--- config.mk ---
export PLATFORM = sky130hd
export DESIGN_NAME = restoring_divider_flat
export DESIGN_NICKNAME = d
export VERILOG_FILES = /design/src/rtl/restoring_divider_pkg.sv /design/src/rtl/restoring_divider_if.sv /design/src/rtl/restoring_divider_rca_sub.sv /design/src/rtl/restoring_divider.sv /design/src/flat_wrapper.sv
export SDC_FILE = /design/constraint.sdc
export NUM_CORES = 1
export LEC_CHECK = 0
export BUFFER_PORTS_ARGS = -buffer_cell sky130_fd_sc_hd__buf_2
export CAP_MARGIN = 40
export CORE_ASPECT_RATIO = 1.2
export CORE_MARGIN = 1.5
export CORE_UTILIZATION = 55
export CTS_BUF_LIST = sky130_fd_sc_hd__clkbuf_8 sky130_fd_sc_hd__clkbuf_16
export DETAILED_ROUTE_END_ITERATION = 16
export HOLD_SLACK_MARGIN = 0.06
export PLACE_DENSITY = 0.86
export SYNTH_ARGS = -nofsm -noshare
export SYNTH_HDL_FRONTEND = slang
export SYNTH_SLANG_ARGS = --single-unit
--- constraint.sdc ---
create_clock -name clk -period 5.3 [get_ports clk]
set_clock_uncertainty 0.2 [all_clocks]
set_input_delay 0.265 -clock clk [delete_from_list [all_inputs] [get_ports clk]]
set_output_delay 0.265 -clock clk [all_outputs]
set_load 0.02 [all_outputs]
--- src/rtl/restoring_divider_pkg.sv ---
// Shared definitions for the restoring divider: FSM encodings, the
// divide-by-zero quotient and the iteration-counter width helper.
package div_pkg;

    localparam int DIV_MAX_W = 32;

    localparam logic [1:0] S_IDLE   = 2'd0;
    localparam logic [1:0] S_RUN    = 2'd1;
    localparam logic [1:0] S_FINISH = 2'd2;

    localparam logic [DIV_MAX_W-1:0] DIV0_QUOTIENT = '1;

    // Counter must hold the value WIDTH, hence WIDTH+1 states.
    function automatic int div_cnt_w(input int width);
        return $clog2(width + 1);
    endfunction

endpackage

--- src/rtl/restoring_divider_if.sv ---
// Start/done handshake and operand/result bus between the controlling logic
// and the restoring divider.
interface div_if #(
    parameter int WIDTH = 8
);
    logic             start;
    logic [WIDTH-1:0] dividend;
    logic [WIDTH-1:0] divisor;
    logic             busy;
    logic             done;
    logic [WIDTH-1:0] quotient;
    logic [WIDTH-1:0] remainder;
    logic             div_by_zero;

    modport master (
        output start, dividend, divisor,
        input  busy, done, quotient, remainder, div_by_zero
    );

    modport slave (
        input  start, dividend, divisor,
        output busy, done, quotient, remainder, div_by_zero
    );
endinterface

--- src/rtl/restoring_divider_rca_sub.sv ---
// Ripple-borrow subtractor built from full-subtractor cells; combinational.
module rca_sub #(
    parameter int W = 9
) (
    input  logic [W-1:0] i_a,
    input  logic [W-1:0] i_b,
    output logic [W-1:0] o_diff,
    output logic         o_borrow
);
    logic [W:0] w_bor;

    assign w_bor[0] = 1'b0;

    for (genvar g = 0; g < W; g++) begin : g_fs
        assign o_diff[g]    = i_a[g] ^ i_b[g] ^ w_bor[g];
        assign w_bor[g+1]   = (~i_a[g] & i_b[g]) | (~i_a[g] & w_bor[g]) | (i_b[g] & w_bor[g]);
    end

    assign o_borrow = w_bor[W];
endmodule

--- src/rtl/restoring_divider.sv ---
// Iterative unsigned restoring divider: one quotient bit per clock, results
// registered and flagged with a one-cycle done pulse.
module restoring_divider
    import div_pkg::*;
#(
    parameter int WIDTH = 8
) (
    input logic   clk,
    input logic   rst,
    div_if.slave  bus
);
    localparam int DIV_CNT_W = div_cnt_w(WIDTH);

    logic [1:0]           r_state;
    logic [DIV_CNT_W-1:0] r_count;
    logic [WIDTH-1:0]     r_q;
    logic [WIDTH-1:0]     r_d;
    logic [WIDTH:0]       r_r;
    logic                 r_done;
    logic [WIDTH-1:0]     r_quotient;
    logic [WIDTH-1:0]     r_remainder;
    logic                 r_div_by_zero;

    logic [WIDTH:0]       w_rs;
    logic [WIDTH:0]       w_diff;
    logic                 w_borrow;
    logic                 w_unused_r_msb;

    // The partial remainder stays below D, so its top bit is always zero
    // before the shift and never reaches the shifted operand.
    assign w_rs           = {r_r[WIDTH-1:0], r_q[WIDTH-1]};
    assign w_unused_r_msb = r_r[WIDTH];

    rca_sub #(
        .W (WIDTH + 1)
    ) u_sub (
        .i_a      (w_rs),
        .i_b      ({1'b0, r_d}),
        .o_diff   (w_diff),
        .o_borrow (w_borrow)
    );

    always_ff @(posedge clk or posedge rst) begin
        if (rst) begin
            r_state       <= S_IDLE;
            r_count       <= '0;
            r_q           <= '0;
            r_d           <= '0;
            r_r           <= '0;
            r_done        <= 1'b0;
            r_quotient    <= '0;
            r_remainder   <= '0;
            r_div_by_zero <= 1'b0;
        end else begin
            r_done <= 1'b0;
            case (r_state)
                S_IDLE: begin
                    if (bus.start) begin
                        if (bus.divisor != '0) begin
                            r_q     <= bus.dividend;
                            r_d     <= bus.divisor;
                            r_r     <= '0;
                            r_count <= '0;
                            r_state <= S_RUN;
                        end else begin
                            r_quotient    <= DIV0_QUOTIENT[WIDTH-1:0];
                            r_remainder   <= bus.dividend;
                            r_div_by_zero <= 1'b1;
                            r_done        <= 1'b1;
                        end
                    end
                end
                S_RUN: begin
                    // Borrow means the trial subtraction failed: restore.
                    r_r     <= w_borrow ? w_rs : w_diff;
                    r_q     <= {r_q[WIDTH-2:0], ~w_borrow};
                    r_count <= r_count + DIV_CNT_W'(1);
                    if (r_count == DIV_CNT_W'(WIDTH - 1)) begin
                        r_state <= S_FINISH;
                    end
                end
                S_FINISH: begin
                    r_quotient    <= r_q;
                    r_remainder   <= r_r[WIDTH-1:0];
                    r_div_by_zero <= 1'b0;
                    r_done        <= 1'b1;
                    r_state       <= S_IDLE;
                end
                default: r_state <= S_IDLE;
            endcase
        end
    end

    assign bus.busy        = (r_state == S_RUN);
    assign bus.done        = r_done;
    assign bus.quotient    = r_quotient;
    assign bus.remainder   = r_remainder;
    assign bus.div_by_zero = r_div_by_zero;
endmodule

--- src/flat_wrapper.sv ---
// flat-port wrapper written by rule: the top's interface ports become plain ports
module restoring_divider_flat import div_pkg::*;
#(
    parameter int WIDTH = 8
)
  (clk, rst, bus_start, bus_dividend, bus_divisor, bus_busy, bus_done, bus_quotient, bus_remainder, bus_div_by_zero);
  div_if #(.WIDTH(WIDTH)) bus_i ();
  input logic clk;
  input logic rst;
  input wire logic [$bits(bus_i.start)-1:0] bus_start;
  input wire logic [$bits(bus_i.dividend)-1:0] bus_dividend;
  input wire logic [$bits(bus_i.divisor)-1:0] bus_divisor;
  output wire logic [$bits(bus_i.busy)-1:0] bus_busy;
  output wire logic [$bits(bus_i.done)-1:0] bus_done;
  output wire logic [$bits(bus_i.quotient)-1:0] bus_quotient;
  output wire logic [$bits(bus_i.remainder)-1:0] bus_remainder;
  output wire logic [$bits(bus_i.div_by_zero)-1:0] bus_div_by_zero;
  assign bus_i.start = bus_start;
  assign bus_i.dividend = bus_dividend;
  assign bus_i.divisor = bus_divisor;
  assign bus_busy = bus_i.busy;
  assign bus_done = bus_i.done;
  assign bus_quotient = bus_i.quotient;
  assign bus_remainder = bus_i.remainder;
  assign bus_div_by_zero = bus_i.div_by_zero;
  restoring_divider #(.WIDTH(WIDTH)) u_core (.clk(clk), .rst(rst), .bus(bus_i));
endmodule
Word-level counts from Yosys, hierarchy flattened
Index checks and enable logic that the tools add are counted.
- latch bits: 0
- memories: 0
- flip-flop bits (word level): 48
- RAM bits: 0
- word-level logic and storage cells: 113
- ROM bits: 0
- $mul: 0
- reductions and logical operators: 8
- multiplexer cells: 26
- $add $sub $neg: 1
- bitwise logic cells: 62
- equality and inequality tests: 7
- shift-type cells: 0
- $lt $le $gt $ge: 0
- divide/modulo/power cells: 0
- operators with widths (cell ; count):
    two-way mux 8 bit ; 9
    one-hot mux 8 bit (2 select lines) ; 4
    AND 1 bit ; 23
    bitwise XOR 1 bit ; 15
    OR 1 bit ; 14
    AND reduction 3 bit ; 4
    inverter 1 bit ; 10
    two-way mux 4 bit ; 2
    one-hot mux 4 bit (2 select lines) ; 1
    nonzero test 8 bit ; 1
    two-way mux 2 bit ; 3
    adder 4 x 1 -> 4 bit, second input constant ; 1
    equality test 4 x 3 -> 1 bit, second input constant ; 1
    two-way mux 1 bit ; 4
    inequality test 2 x 1 -> 1 bit, second input constant ; 2
    inequality test 2 bit, second input constant ; 2
    one-hot mux 1 bit (2 select lines) ; 2
    one-hot mux 2 bit (2 select lines) ; 1
    nonzero test 2 bit ; 2
    equality test 2 x 1 -> 1 bit, second input constant ; 1
    equality test 2 bit, second input constant ; 1
    zero test 2 bit ; 1

Logic depth before layout (Yosys ltp)
- word-level depth: 26
- depth in mapped cells: 14

Hierarchy
Synthesis repeated with hierarchy kept, for this count alone.
- cells, all modules: 216
- area total of the unflattened synthesis: 2423.6 um^2
- by module, submodules not included (module ; area an instance (um^2) ; instances ; cells each):
    restoring_divider ; 2179.6 ; 1 ; 188
    rca_sub ; 244.0 ; 1 ; 28

Worst setup path after synthesis
Ideal clock, no wire load.
- path kind: reg-to-reg
- start: reg u_core.r_q[7]
- end: reg u_core.r_r[0]
- arrival: 4.163 ns
- stages on the path, launching flop included: 14
- library setup time: 0.121 ns
- data required time: 4.979 ns
- setup slack: 0.816 ns
- cell sequence: dfrtp_1 -> inv_1 -> ha_1 -> inv_1 -> fa_1 -> fa_1 -> fa_1 -> fa_1 -> fa_1 -> fa_1 -> fa_1 -> nor2_1 -> o21ai_0 -> a22o_1
- longest elaborated chain between the ends: 26
- ends and longest elaborated chain (item ; line ; text):
    from (decl) ; restoring_divider.sv:16 ; logic [WIDTH-1:0] r_q;
    from (signal assigned) ; restoring_divider.sv:60 ; r_q <= bus.dividend;
    from (signal assigned) ; restoring_divider.sv:76 ; r_q <= {r_q[WIDTH-2:0], ~w_borrow};
    inverter 1 bit ; -- ;
    AND 1 bit (2 in series) ; restoring_divider_rca_sub.sv:16 ; assign w_bor[g+1] = (~i_a[g] & i_b[g]) | (~i_a[g] & w_bor[g]) | (i_b[g] & w_bor[g]);
    OR 1 bit (2 in series) ; restoring_divider_rca_sub.sv:16 ;
    AND 1 bit ; restoring_divider_rca_sub.sv:16 ;
    OR 1 bit (2 in series) ; restoring_divider_rca_sub.sv:16 ;
    AND 1 bit ; restoring_divider_rca_sub.sv:16 ;
    OR 1 bit (2 in series) ; restoring_divider_rca_sub.sv:16 ;
    AND 1 bit ; restoring_divider_rca_sub.sv:16 ;
    [... 3 more ...] ; -- ;
    OR 1 bit (2 in series) ; restoring_divider_rca_sub.sv:16 ;
    AND 1 bit ; restoring_divider_rca_sub.sv:16 ;
    OR 1 bit (2 in series) ; restoring_divider_rca_sub.sv:16 ;
    AND 1 bit ; restoring_divider_rca_sub.sv:16 ;
    OR 1 bit (2 in series) ; restoring_divider_rca_sub.sv:16 ;
    AND 1 bit ; restoring_divider_rca_sub.sv:16 ;
    two-way mux 8 bit (*) ; restoring_divider.sv:75 ; r_r <= w_borrow ? w_rs : w_diff;
    one-hot mux 8 bit (2 select lines) (*) ; restoring_divider.sv:56 ; case (r_state)
    to (signal assigned) ; restoring_divider.sv:75 ;
    to (decl) ; restoring_divider.sv:18 ; logic [WIDTH:0] r_r;
Every way passes the cells marked *; elsewhere a longest branch is shown, timed or not.
A chain may end at the register's enable or synchronous reset.

Worst setup path in the final report
- start: reg u_core.r_q[7]
- end: reg u_core.r_r[2]
- longest elaborated chain between the ends: 26
- ends and longest elaborated chain (item ; line):
    inverter 1 bit (*) ; --
    AND 1 bit (*) ; restoring_divider_rca_sub.sv:16
    AND 1 bit ; restoring_divider_rca_sub.sv:16
    OR 1 bit ; restoring_divider_rca_sub.sv:16
    OR 1 bit (*) ; restoring_divider_rca_sub.sv:16
    AND 1 bit ; restoring_divider_rca_sub.sv:16
    OR 1 bit (2 in series) ; restoring_divider_rca_sub.sv:16
    AND 1 bit ; restoring_divider_rca_sub.sv:16
    [... 6 more ...] ; --
    OR 1 bit (2 in series) ; restoring_divider_rca_sub.sv:16
    AND 1 bit ; restoring_divider_rca_sub.sv:16
    OR 1 bit (2 in series) ; restoring_divider_rca_sub.sv:16
    AND 1 bit ; restoring_divider_rca_sub.sv:16
    OR 1 bit (2 in series) ; restoring_divider_rca_sub.sv:16
    AND 1 bit ; restoring_divider_rca_sub.sv:16
    two-way mux 8 bit (*) ; restoring_divider.sv:75
    one-hot mux 8 bit (2 select lines) (*) ; restoring_divider.sv:56
Marked as above.

==> flow_metrics.env <==
export IMPL_p_sw_uw=654
export IMPL_drc_errors=0
export IMPL_pwr_share_clk_pct=20.2
export IMPL_io_pins=38
export IMPL_whs_ns=0.0720
export IMPL_status="finished, final reports clean"
export IMPL_rsz0062_at_grt="no"
export IMPL_rows=25
export IMPL_cp_start_kind="register"
export IMPL_ant_nets=0
export IMPL_clk_latency_ns=0.31
export IMPL_viasPerCell=5.58
export IMPL_overflow=0
export IMPL_ys_ff_latch=48
export IMPL_ys_flop_type="dfrtp_1"
export IMPL_numPortBuffers=37
export IMPL_pwr_share_seq_pct=37.5
export IMPL_fp_dieH_um=73.4
export IMPL_clock_sinks=48
export IMPL_p_int_mw=1.13
export IMPL_crit_path_max_fanout=10
export IMPL_slew_violations=0
export IMPL_wl_per_cell_um=15.2
export IMPL_ys_types=34
export IMPL_tns_ns=0
export IMPL_numCtsBuffers=5
export IMPL_syn2layout_area_growth_pct=22.7
export IMPL_crit_type="reg -> reg"
export IMPL_cts_tree="built"
export IMPL_postSynth_asyncResetShare_pct=100
export IMPL_num_vias=1647
export IMPL_postCtsSetupBuffers=0
export IMPL_drt_iter0_markers=66
export IMPL_combPwrFrac_pct=42.4
export IMPL_final_net_count=268
export IMPL_drive_gt1_share_pct=26.1
export IMPL_syn_area_sq_mm=0.00227
export IMPL_ys_seq_area_share_pct=52.9
export IMPL_setup_viol=0
export IMPL_die_x_um=61.7
export IMPL_r2r_setup_slack_ns=0.89
export IMPL_max_freq_mhz=227
export IMPL_dp_hpwl_mm=3.18
export IMPL_synthCells=190
export IMPL_finalCritPeriodShare_pct=83.2
export IMPL_drtPass1Iterations=4
export IMPL_ys_warnings_count=0
export IMPL_cts_resized_gates=0
export IMPL_synth_area_per_cell_sq_um=12.0
export IMPL_relSlewSlack_pct=38.9
export IMPL_syn_nets=218
export IMPL_ctsHoldBuffers=9
export IMPL_antenna_found_initial=0
export IMPL_grt_max_degree=35
export IMPL_min_period_ns=4.41
export IMPL_path_clk_slew_ns=0.09
export IMPL_root_buffer="clkbuf_8"
export IMPL_die_area_sq_mm=0.00453
export IMPL_grt_pass1_vias=1591
export IMPL_tightest_slew_ns=0.914
export IMPL_peakVddDrop_mv=0.341
export IMPL_wl_mm=4.49
export IMPL_core_area_sq_mm=0.00394
export IMPL_cp_required_ns=5.26
export IMPL_grt_pass1_wl_mm=7.35
export IMPL_clock_path_buffers=2
export IMPL_gp_routability_congestion=0.785
export IMPL_start_util_pct=57.7
export IMPL_end_kind="register"
export IMPL_hold_viol=0
export IMPL_hp_class="in -> reg"
export IMPL_swShare_pct=36.6
export IMPL_maxCapViolCount=0
export IMPL_n_antenna_cell=0
export IMPL_powerDensity_mw_per_mm2=641
export IMPL_crit_arrival_ns=4.37
export IMPL_grt_usage_pct=22.6
export IMPL_p_leak_nw=1.34
export IMPL_htree_levels=2
export IMPL_synth_edf_count=0
-- flip-flops by register name (all words and copies together), names as in the netlist --
name and cells:
u_core.r_d 8, u_core.r_state 2, u_core.bus.done 1, u_core.bus.div_by_zero 1, u_core.bus.quotient 8, u_core.r_count 4, u_core.r_q 8, u_core.bus.remainder 8
u_core.r_r 8
-- power groups by stage --
stage / Combinational [mW] / Clock, mW / Sequential, mW
finish: 0.757 / 0.361 / 0.669
global route: 0.855 / 0.375 / 0.694
CTS: 0.766 / 0.362 / 0.670
detailed placement: 0.753 / 0 / 0.677
global placement: 0.714 / 0 / 0.666
floorplan: 0.507 / 0 / 0.710
-- synthesized netlist by cell type, drive strengths merged, types with 2 or more instances --
cell / count / area [sq um]
dfrtp: 48 / 1200
mux2i: 21 / 210
a21oi: 19 / 98.9
nor2: 18 / 70.1
inv: 13 / 48.8
mux2: 9 / 131
fa: 7 / 140
o22a: 7 / 61.3
clkbuf: 6 / 22.5
o2bb2ai: 6 / 52.6
nand2: 5 / 18.8
o21ai: 5 / 25.0
nand2b: 4 / 25.0
a22oi: 2 / 15.0
buf: 2 / 16.3
ha: 2 / 25.0
nor3b: 2 / 15.0
nor4: 2 / 12.5
-- per-stage QoR --
step                cells  total power [mW]  util (%)  setup slack (ns)  cell area (sq um)
global placement      275              1.38      63.5              1.04               2500
floorplan             190              1.22         -             0.816               2270
CTS                   295              1.80      70.8             0.898               2790
finish                295              1.79      70.8             0.892               2790
global route          295              1.92      70.8             0.632               2790
detailed placement    278              1.43      64.4             0.910               2540
-- layout by cell type (no fill, tap or decap), types with 3 or more instances in the layout --
master          n
bufinv_16       3
nor2_1         17
inv_1          12
clkbuf_8        5
buf_2          37
mux2_4          8
o2bb2ai_1       6
nand2_1         5
a21oi_1        18
dlygate4sd3_1   9
mux2i_1        21
o22a_1          7
o21ai_0         5
fa_1            7
buf_4           3
nand2b_1        4
dfrtp_1        48
-- routing by layer --
metal	routed length, um	part of all wire (%)	global-route usage (%)
met2	2190	49	35.8
met3	183	4.1	6.16
met4	149	3.3	10.4
met1	1970	44	28.5
met5	0	0	0
-- worst paths after layout --
kind / from / to / depth (start not counted)
setup / recovery: u_core.r_q[7] / u_core.r_r[2] / 14
hold / removal: bus_dividend[0] / u_core.bus.remainder[0] / 3
setup reg to reg: u_core.r_q[7] / u_core.r_r[2] / 14
max in group asynchronous: rst / u_core.bus.remainder[4] / 4
hold reg to reg: u_core.bus.quotient[4] / u_core.bus.quotient[4] / 1
min in group asynchronous: rst / u_core.r_count[1] / 3
-- worst max-delay path, stage by stage, from the launching register on --
cell and delay [ns]:
dfrtp_1 0.42, inv_1 0.07, ha_1 0.13, inv_1 0.06
fa_1 0.44, fa_1 0.40, fa_1 0.39, fa_1 0.39
fa_1 0.39, fa_1 0.40, fa_1 0.39, nor2_1 0.10
buf_4 0.20, mux2i_1 0.21, o2bb2ai_1 0.09
-- cells by family (layout without fill, tap and decap cells) --
| group | Yosys count | in the layout | share of synthesized area, % |
|---|---|---|---|
| muxes | 30 | 30 | 15.0 |
| buffers and inverters | 22 | 73 | 4.02 |
| and+or+nand+nor | 36 | 36 | 7.60 |
| DFF | 48 | 48 | 52.9 |
| AOI/OAI and AO/OA | 45 | 45 | 13.2 |
| adders and majority gates | 9 | 9 | 7.27 |
-- area by class of cell --
type | count | area, sq um
Sequential cell | 48 | 1200
Fill cell | 298 | 1150
Multi-Input combinational cell | 120 | 980
Timing Repair Buffer | 51 | 329
Clock inverter | 3 | 90.1
Clock buffer | 5 | 68.8
Tap cell | 54 | 67.6
Inverter | 14 | 52.6
Note: power is estimated with default switching activity, not from simulation.
